## config.mk

```make
export PLATFORM = sky130hd
export DESIGN_NAME = store_buffer_flat
export DESIGN_NICKNAME = d
export VERILOG_FILES = /design/src/rtl/store_buffer_pkg.sv /design/src/rtl/store_buffer_if.sv /design/src/rtl/store_buffer_fwd_match.sv /design/src/rtl/store_buffer.sv /design/src/flat_wrapper.sv
export SDC_FILE = /design/constraint.sdc
export NUM_CORES = 1
export LEC_CHECK = 0
export CORE_ASPECT_RATIO = 0.75
export CORE_UTILIZATION = 40
export DETAILED_ROUTE_END_ITERATION = 10
export DONT_BUFFER_PORTS = 1
export HOLD_SLACK_MARGIN = 0.08
export PLACE_DENSITY = 0.65
export SETUP_SLACK_MARGIN = 0.15
export SKIP_CTS_REPAIR_TIMING = 1
export SLEW_MARGIN = 20
export SYNTH_ARGS = -nofsm -noshare
export SYNTH_HDL_FRONTEND = slang
export SYNTH_SLANG_ARGS = --single-unit
```

## constraint.sdc

```tcl
create_clock -name clk -period 9.4 [get_ports clk]
set_input_delay 1.88 -clock clk [delete_from_list [all_inputs] [get_ports clk]]
set_output_delay 1.88 -clock clk [all_outputs]
set_load 0.03 [all_outputs]
```

## src/rtl/store_buffer_pkg.sv

```systemverilog
// Shared defaults, buffered-entry type and word-alignment helper for the
// store buffer and its users.
package store_buffer_pkg;

  localparam int SB_DEPTH = 4;
  localparam int SB_AW    = 32;
  localparam int SB_DW    = 32;

  typedef struct packed {
    logic [SB_AW-1:0] addr;
    logic [SB_DW-1:0] data;
  } sb_entry_t;

  function automatic logic [SB_AW-1:0] word_align(input logic [SB_AW-1:0] a);
    return {a[SB_AW-1:2], 2'b00};
  endfunction

endpackage

```

## src/rtl/store_buffer_if.sv

```systemverilog
// Pipeline-side store/load signals and data-memory write port of the store
// buffer. The buffer is the slave; the pipeline/memory environment is the master.
interface store_buffer_if
  import store_buffer_pkg::*;
#(
  parameter int AW = SB_AW,
  parameter int DW = SB_DW
) ();

  logic          MemWriteM;
  logic          MemReadM;
  logic [AW-1:0] ALUResultM;
  logic [DW-1:0] WriteDataM;
  logic          StallSB;
  logic          FwdHitM;
  logic [DW-1:0] FwdDataM;
  logic          MemWReq;
  logic [AW-1:0] MemWAddr;
  logic [DW-1:0] MemWData;
  logic          MemWAck;
  logic          SBEmpty;

  modport slave (
    input  MemWriteM, MemReadM, ALUResultM, WriteDataM, MemWAck,
    output StallSB, FwdHitM, FwdDataM, MemWReq, MemWAddr, MemWData, SBEmpty
  );

  modport master (
    output MemWriteM, MemReadM, ALUResultM, WriteDataM, MemWAck,
    input  StallSB, FwdHitM, FwdDataM, MemWReq, MemWAddr, MemWData, SBEmpty
  );

endinterface

```

## src/rtl/store_buffer_fwd_match.sv

```systemverilog
// Youngest-match search for load forwarding: walks the entries from oldest
// (head) to youngest so the last hit wins.
module sb_fwd_match #(
  parameter  int DEPTH = 4,
  parameter  int AW    = 32,
  parameter  int DW    = 32,
  localparam int PW    = $clog2(DEPTH)
) (
  input  logic             lookup_en_i,
  input  logic [AW-1:0]    lookup_addr_i,
  input  logic [PW-1:0]    head_i,
  input  logic [DEPTH-1:0] valid_i,
  input  logic [AW-1:0]    addr_i [DEPTH],
  input  logic [DW-1:0]    data_i [DEPTH],
  output logic             hit_o,
  output logic [DW-1:0]    data_o
);

  logic [PW-1:0] idx;

  // NOTE: every output of a combinational block gets a default before any
  // conditional assignment; otherwise a latch is inferred.
  always_comb begin
    hit_o  = 1'b0;
    data_o = '0;
    idx    = head_i;
    for (int k = 0; k < DEPTH; k++) begin
      idx = head_i + PW'(k);
      if (lookup_en_i && valid_i[idx] && (addr_i[idx] == lookup_addr_i)) begin
        hit_o  = 1'b1;
        data_o = data_i[idx];
      end
    end
  end

endmodule

```

## src/rtl/store_buffer.sv

```systemverilog
// Circular write buffer between the memory stage and the data-memory write
// port: queues word stores, drains them in order over req/ack, forwards to loads.
module store_buffer
  import store_buffer_pkg::*;
#(
  parameter int DEPTH = SB_DEPTH,
  parameter int AW    = SB_AW,
  parameter int DW    = SB_DW
) (
  input  logic           clk,
  input  logic           reset,
  store_buffer_if.slave  sb
);

  localparam int              PW        = $clog2(DEPTH);
  localparam int              CW        = PW + 1;
  localparam logic [CW-1:0]   FULL      = CW'(DEPTH);
  localparam logic [AW-1:0]   WORD_MASK = ~AW'(3);

  logic [PW-1:0]    head_q, head_d;
  logic [PW-1:0]    tail_q, tail_d;
  logic [CW-1:0]    count_q, count_d;
  logic [DEPTH-1:0] valid_q, valid_d;
  logic [AW-1:0]    addr_q [DEPTH];
  logic [DW-1:0]    data_q [DEPTH];

  logic          empty;
  logic          full;
  logic          push;
  logic          pop;
  logic [AW-1:0] word_addr;
  logic          fwd_hit;
  logic [DW-1:0] fwd_data;

  assign empty     = (count_q == '0);
  assign full      = (count_q == FULL);
  assign word_addr = sb.ALUResultM & WORD_MASK;

  // A full buffer refuses the store even if the head is acked this cycle.
  assign push = sb.MemWriteM && !full;
  assign pop  = sb.MemWAck && !empty;

  always_comb begin
    head_d  = head_q;
    tail_d  = tail_q;
    count_d = count_q;
    valid_d = valid_q;
    if (pop) begin
      valid_d[head_q] = 1'b0;
      head_d          = head_q + PW'(1);
    end
    if (push) begin
      valid_d[tail_q] = 1'b1;
      tail_d          = tail_q + PW'(1);
    end
    if (push && !pop) begin
      count_d = count_q + CW'(1);
    end else if (pop && !push) begin
      count_d = count_q - CW'(1);
    end
  end

  // NOTE: sequential state is updated with non-blocking assignments only.
  always_ff @(posedge clk) begin
    if (reset) begin
      head_q  <= '0;
      tail_q  <= '0;
      count_q <= '0;
      valid_q <= '0;
    end else begin
      head_q  <= head_d;
      tail_q  <= tail_d;
      count_q <= count_d;
      valid_q <= valid_d;
    end
  end

  // NOTE: entry storage is deliberately not reset; every read of it is
  // qualified by count/valid, which are.
  always_ff @(posedge clk) begin
    if (push) begin
      addr_q[tail_q] <= word_addr;
      data_q[tail_q] <= sb.WriteDataM;
    end
  end

  sb_fwd_match #(
    .DEPTH (DEPTH),
    .AW    (AW),
    .DW    (DW)
  ) u_fwd_match (
    .lookup_en_i   (sb.MemReadM),
    .lookup_addr_i (word_addr),
    .head_i        (head_q),
    .valid_i       (valid_q),
    .addr_i        (addr_q),
    .data_i        (data_q),
    .hit_o         (fwd_hit),
    .data_o        (fwd_data)
  );

  assign sb.StallSB  = sb.MemWriteM && full;
  assign sb.MemWReq  = !empty;
  assign sb.MemWAddr = empty ? '0 : addr_q[head_q];
  assign sb.MemWData = empty ? '0 : data_q[head_q];
  assign sb.SBEmpty  = empty;
  assign sb.FwdHitM  = fwd_hit;
  assign sb.FwdDataM = fwd_data;

  a_count_bound: assert property (@(posedge clk) disable iff (reset) count_q <= FULL);

endmodule

```

## src/flat_wrapper.sv

```systemverilog
// flat-port wrapper written by rule: the top's interface ports become plain ports
module store_buffer_flat import store_buffer_pkg::*;
#(
  parameter int DEPTH = SB_DEPTH,
  parameter int AW    = SB_AW,
  parameter int DW    = SB_DW
)
  (clk, reset, sb_MemWriteM, sb_MemReadM, sb_ALUResultM, sb_WriteDataM, sb_MemWAck, sb_StallSB, sb_FwdHitM, sb_FwdDataM, sb_MemWReq, sb_MemWAddr, sb_MemWData, sb_SBEmpty);
  store_buffer_if #(.AW(AW), .DW(DW)) sb_i ();
  input  logic clk;
  input  logic reset;
  input wire logic [$bits(sb_i.MemWriteM)-1:0] sb_MemWriteM;
  input wire logic [$bits(sb_i.MemReadM)-1:0] sb_MemReadM;
  input wire logic [$bits(sb_i.ALUResultM)-1:0] sb_ALUResultM;
  input wire logic [$bits(sb_i.WriteDataM)-1:0] sb_WriteDataM;
  input wire logic [$bits(sb_i.MemWAck)-1:0] sb_MemWAck;
  output wire logic [$bits(sb_i.StallSB)-1:0] sb_StallSB;
  output wire logic [$bits(sb_i.FwdHitM)-1:0] sb_FwdHitM;
  output wire logic [$bits(sb_i.FwdDataM)-1:0] sb_FwdDataM;
  output wire logic [$bits(sb_i.MemWReq)-1:0] sb_MemWReq;
  output wire logic [$bits(sb_i.MemWAddr)-1:0] sb_MemWAddr;
  output wire logic [$bits(sb_i.MemWData)-1:0] sb_MemWData;
  output wire logic [$bits(sb_i.SBEmpty)-1:0] sb_SBEmpty;
  assign sb_i.MemWriteM = sb_MemWriteM;
  assign sb_i.MemReadM = sb_MemReadM;
  assign sb_i.ALUResultM = sb_ALUResultM;
  assign sb_i.WriteDataM = sb_WriteDataM;
  assign sb_i.MemWAck = sb_MemWAck;
  assign sb_StallSB = sb_i.StallSB;
  assign sb_FwdHitM = sb_i.FwdHitM;
  assign sb_FwdDataM = sb_i.FwdDataM;
  assign sb_MemWReq = sb_i.MemWReq;
  assign sb_MemWAddr = sb_i.MemWAddr;
  assign sb_MemWData = sb_i.MemWData;
  assign sb_SBEmpty = sb_i.SBEmpty;
  store_buffer #(.DEPTH(DEPTH), .AW(AW), .DW(DW)) u_core (.clk(clk), .reset(reset), .sb(sb_i));
endmodule
```

==> results.sh <==
export IMPL_cts_root_buf="clkbuf_16"
export IMPL_drive_gt1_frac=0.214
export IMPL_cp_endpoint="sb_FwdDataM[0]"
export IMPL_reg2regPathDepth=4
export IMPL_grt_pass1_vias=12100
export IMPL_num_vias=12400
export IMPL_setup_slack_ns=1.52
export IMPL_drtPass1Iterations=5
export IMPL_end_kind="output pin"
export IMPL_crit_arrival_ns=6.00
export IMPL_final_cells=2016
export IMPL_core_um2=42500
export IMPL_antenna_cells=0
export IMPL_r2r_end="u_core.addr_q[88]$_DFFE_PP_"
export IMPL_multi_input_area_um2=9050
export IMPL_slew_violations=0
export IMPL_slew_limit_headroom=0.250
export IMPL_drt_iter0_drc=1193
export IMPL_status="complete, no violations"
export IMPL_clock_fmax_mhz=127
export IMPL_worstMarginPinSlew_ns=1.12
export IMPL_ant_nets=0
export IMPL_grt_max_degree=160
export IMPL_cts_sinks=259
export IMPL_seq_area_frac_synth=0.441
export IMPL_io_pins=169
export IMPL_finalHoldViolations=0
export IMPL_synth_area_um2=17400
export IMPL_p_total_uw=5490
export IMPL_grt_pass1_wl_mm=74.2
export IMPL_rows=65
export IMPL_die_y_um=183
export IMPL_tns_ns=0
export IMPL_die_x_um=243
export IMPL_ys_async_sr_fraction=0
export IMPL_viasPerCell=6.14
export IMPL_p_leak_uw=0.00580
export IMPL_rr_startpoint="u_core.count_q[0]$_SDFFE_PP0P_"
export IMPL_worstHoldPathType="flip-flop to flip-flop"
export IMPL_rsz0062_at_grt="no"
export IMPL_regArea_um2=7670
export IMPL_wl_mm=49.0
export IMPL_start_util=0.410
export IMPL_htree_num_levels=2
export IMPL_final_setup_viol_count=0
export IMPL_clk_pin_slew_ns=0.05
export IMPL_timing_hold_ws_ns=0.524
export IMPL_cts_max_path_buffers=3
export IMPL_ys_flop_type="edfxtp_1"
export IMPL_r2r_slack_ns=6.76
export IMPL_powerDensity_nw_per_um2=293
export IMPL_grt_util_all_layers=0.217
export IMPL_vdd_ir_drop_max_uv=306
export IMPL_synthCells=1495
export IMPL_ys_types=59
export IMPL_worstPathMaxFanout=74
export IMPL_synth_edf_count=248
export IMPL_cts_tree="done"
export IMPL_ys_warnings_count=0
export IMPL_synthToLayoutAreaGrowth_pct=7.68
export IMPL_path_class="flip-flop to output pin"
export IMPL_pre_cts_slack_ns=1.98
export IMPL_yosys_register_bits=259
export IMPL_place_hpwl_mm=31.9
export IMPL_grt_ovfl_total=0
export IMPL_gp_congestion=0.919
export IMPL_place_inst=1955
export IMPL_antenna_found_initial=0
export IMPL_drc=0
export IMPL_clkLatencyLatePin_ns=0.51
export IMPL_cts_buffers=34
export IMPL_die_area_um2=44300
export IMPL_cp_required_ns=7.52
export IMPL_wl_per_cell_um=24.3
export IMPL_max_cap_viol_count=0
export IMPL_fin_crit_sh=0.839
export IMPL_finalCriticalPeriod_ns=7.88
export IMPL_final_cell_mix="248 x edfxtp_1, 153 x nor2_1, 128 x mux2i_1, 105 x a21oi_1, 95 x nand2_1"
export IMPL_synth_area_per_cell_um2=11.6
export IMPL_critPathLaunch="u_core.head_q[0]$_SDFFE_PP0P_"
export IMPL_mostFrequentLayoutCell="edfxtp_1"
export IMPL_final_nets=1501
export IMPL_fillers=3838
export IMPL_port_buffers=0
export IMPL_skew_ns=0.00912
export IMPL_worst_setup_path_start_kind="flip-flop"
## synth_stat cells, types with 4 or more instances
cell       instances  share of area
mux2_2            84          0.054
edfxtp_1         248           0.43
nor3_1             4         0.0012
nand2_1           95          0.021
ha_1               9         0.0065
buf_6             12         0.0078
o21ai_0           68          0.020
xor2_1            45          0.023
nand3_1           12         0.0035
and3_1            12         0.0043
nand2b_1           4         0.0014
clkbuf_1          74          0.016
nand4_1           21         0.0076
inv_1              8         0.0017
buf_4             12         0.0052
buf_1             17         0.0037
a21oi_2           29          0.015
o221ai_2          29          0.025
and4_1            30          0.015
buf_2             23         0.0066
mux2i_1          128          0.074
o2111ai_1          6         0.0030
and2_1            21         0.0076
mux4_2            73          0.095
xnor2_1           72          0.036
o21a_1            30          0.013
nor4_1            12         0.0043
a21oi_1          105          0.030
dfxtp_1           11          0.013
nor2_1           153          0.033
## power by group
group	internal, uW	switching [uW]
registers	1420	117
clock network	706	490
logic	1010	1750
## stage by stage
step	util	instance area [um^2]
finish	0.441	18700
global route	0.441	18700
CTS	0.441	18700
detailed placement	0.417	17700
global placement	0.417	17700
floorplan	-	17400
## worst max-delay path: stages, from the launching register on
cell,delay [ns]
dfxtp_4,0.79
inv_1,0.30
ha_4,1.02
mux4_2,0.62
xnor2_1,0.46
nand4_1,0.15
or3_1,0.34
nor3_2,0.29
and2_2,0.55
buf_4,0.35
o221ai_2,0.14
a21oi_2,0.46
## kinds of logic (layout without fill, tap and decap cells)
group | count (synthesis) | after routing | share of synthesized area
AOI/OAI and AO/OA | 296 | 296 | 0.121
muxes | 287 | 287 | 0.224
other | 1 | 2 | 0.000216
and+or+nand+nor | 378 | 378 | 0.105
buffers and inverters | 147 | 98 | 0.0421
DFF | 259 | 259 | 0.441
xor gates and xnor gates | 117 | 117 | 0.0589
adders and majority gates | 10 | 10 | 0.00763
## layer usage
layer,GRT usage,vias to the layer above,share of wire
met5,0,-,0
li1,-,5528,-
met3,0.0519,80,0.092
met2,0.343,552,0.46
met4,0.0644,0,0.024
met1,0.297,6212,0.43
## final cells by class
type                    count  share of cell area
repair buffers             29              0.0123
inverters                   8             0.00167
multi-input cells        1090               0.484
clock buffers              40              0.0478
well taps                 569              0.0380
flip-flops and latches    259               0.410
clock inverters            21             0.00675
## state kept, by name, summed over array words and instances, names as in the netlist
| name | flops |
|---|---|
| u_core.head_q | 2 |
| u_core.tail_q | 2 |
| u_core.count_q | 3 |
| u_core.data_q | 128 |
| u_core.addr_q | 120 |
| u_core.valid_q | 4 |
## worst min path at each step
stage,startpoint,to,slack (ns),depth (start not counted)
3_5_place_dp,u_core.valid_q[2]$_SDFF_PP0_,u_core.valid_q[2]$_SDFF_PP0_,0.51,2
3_3_place_gp,u_core.count_q[2]$_SDFFE_PP0P_,u_core.count_q[2]$_SDFFE_PP0P_,0.49,2
5_1_grt,u_core.valid_q[2]$_SDFF_PP0_,u_core.valid_q[2]$_SDFF_PP0_,0.55,2
2_1_floorplan,u_core.valid_q[2]$_SDFF_PP0_,u_core.valid_q[2]$_SDFF_PP0_,0.47,2
6_report,u_core.count_q[2]$_SDFFE_PP0P_,u_core.count_q[2]$_SDFFE_PP0P_,0.52,2
4_1_cts,u_core.count_q[2]$_SDFFE_PP0P_,u_core.count_q[2]$_SDFFE_PP0P_,0.52,2
Power figures use the tool's default switching activity.
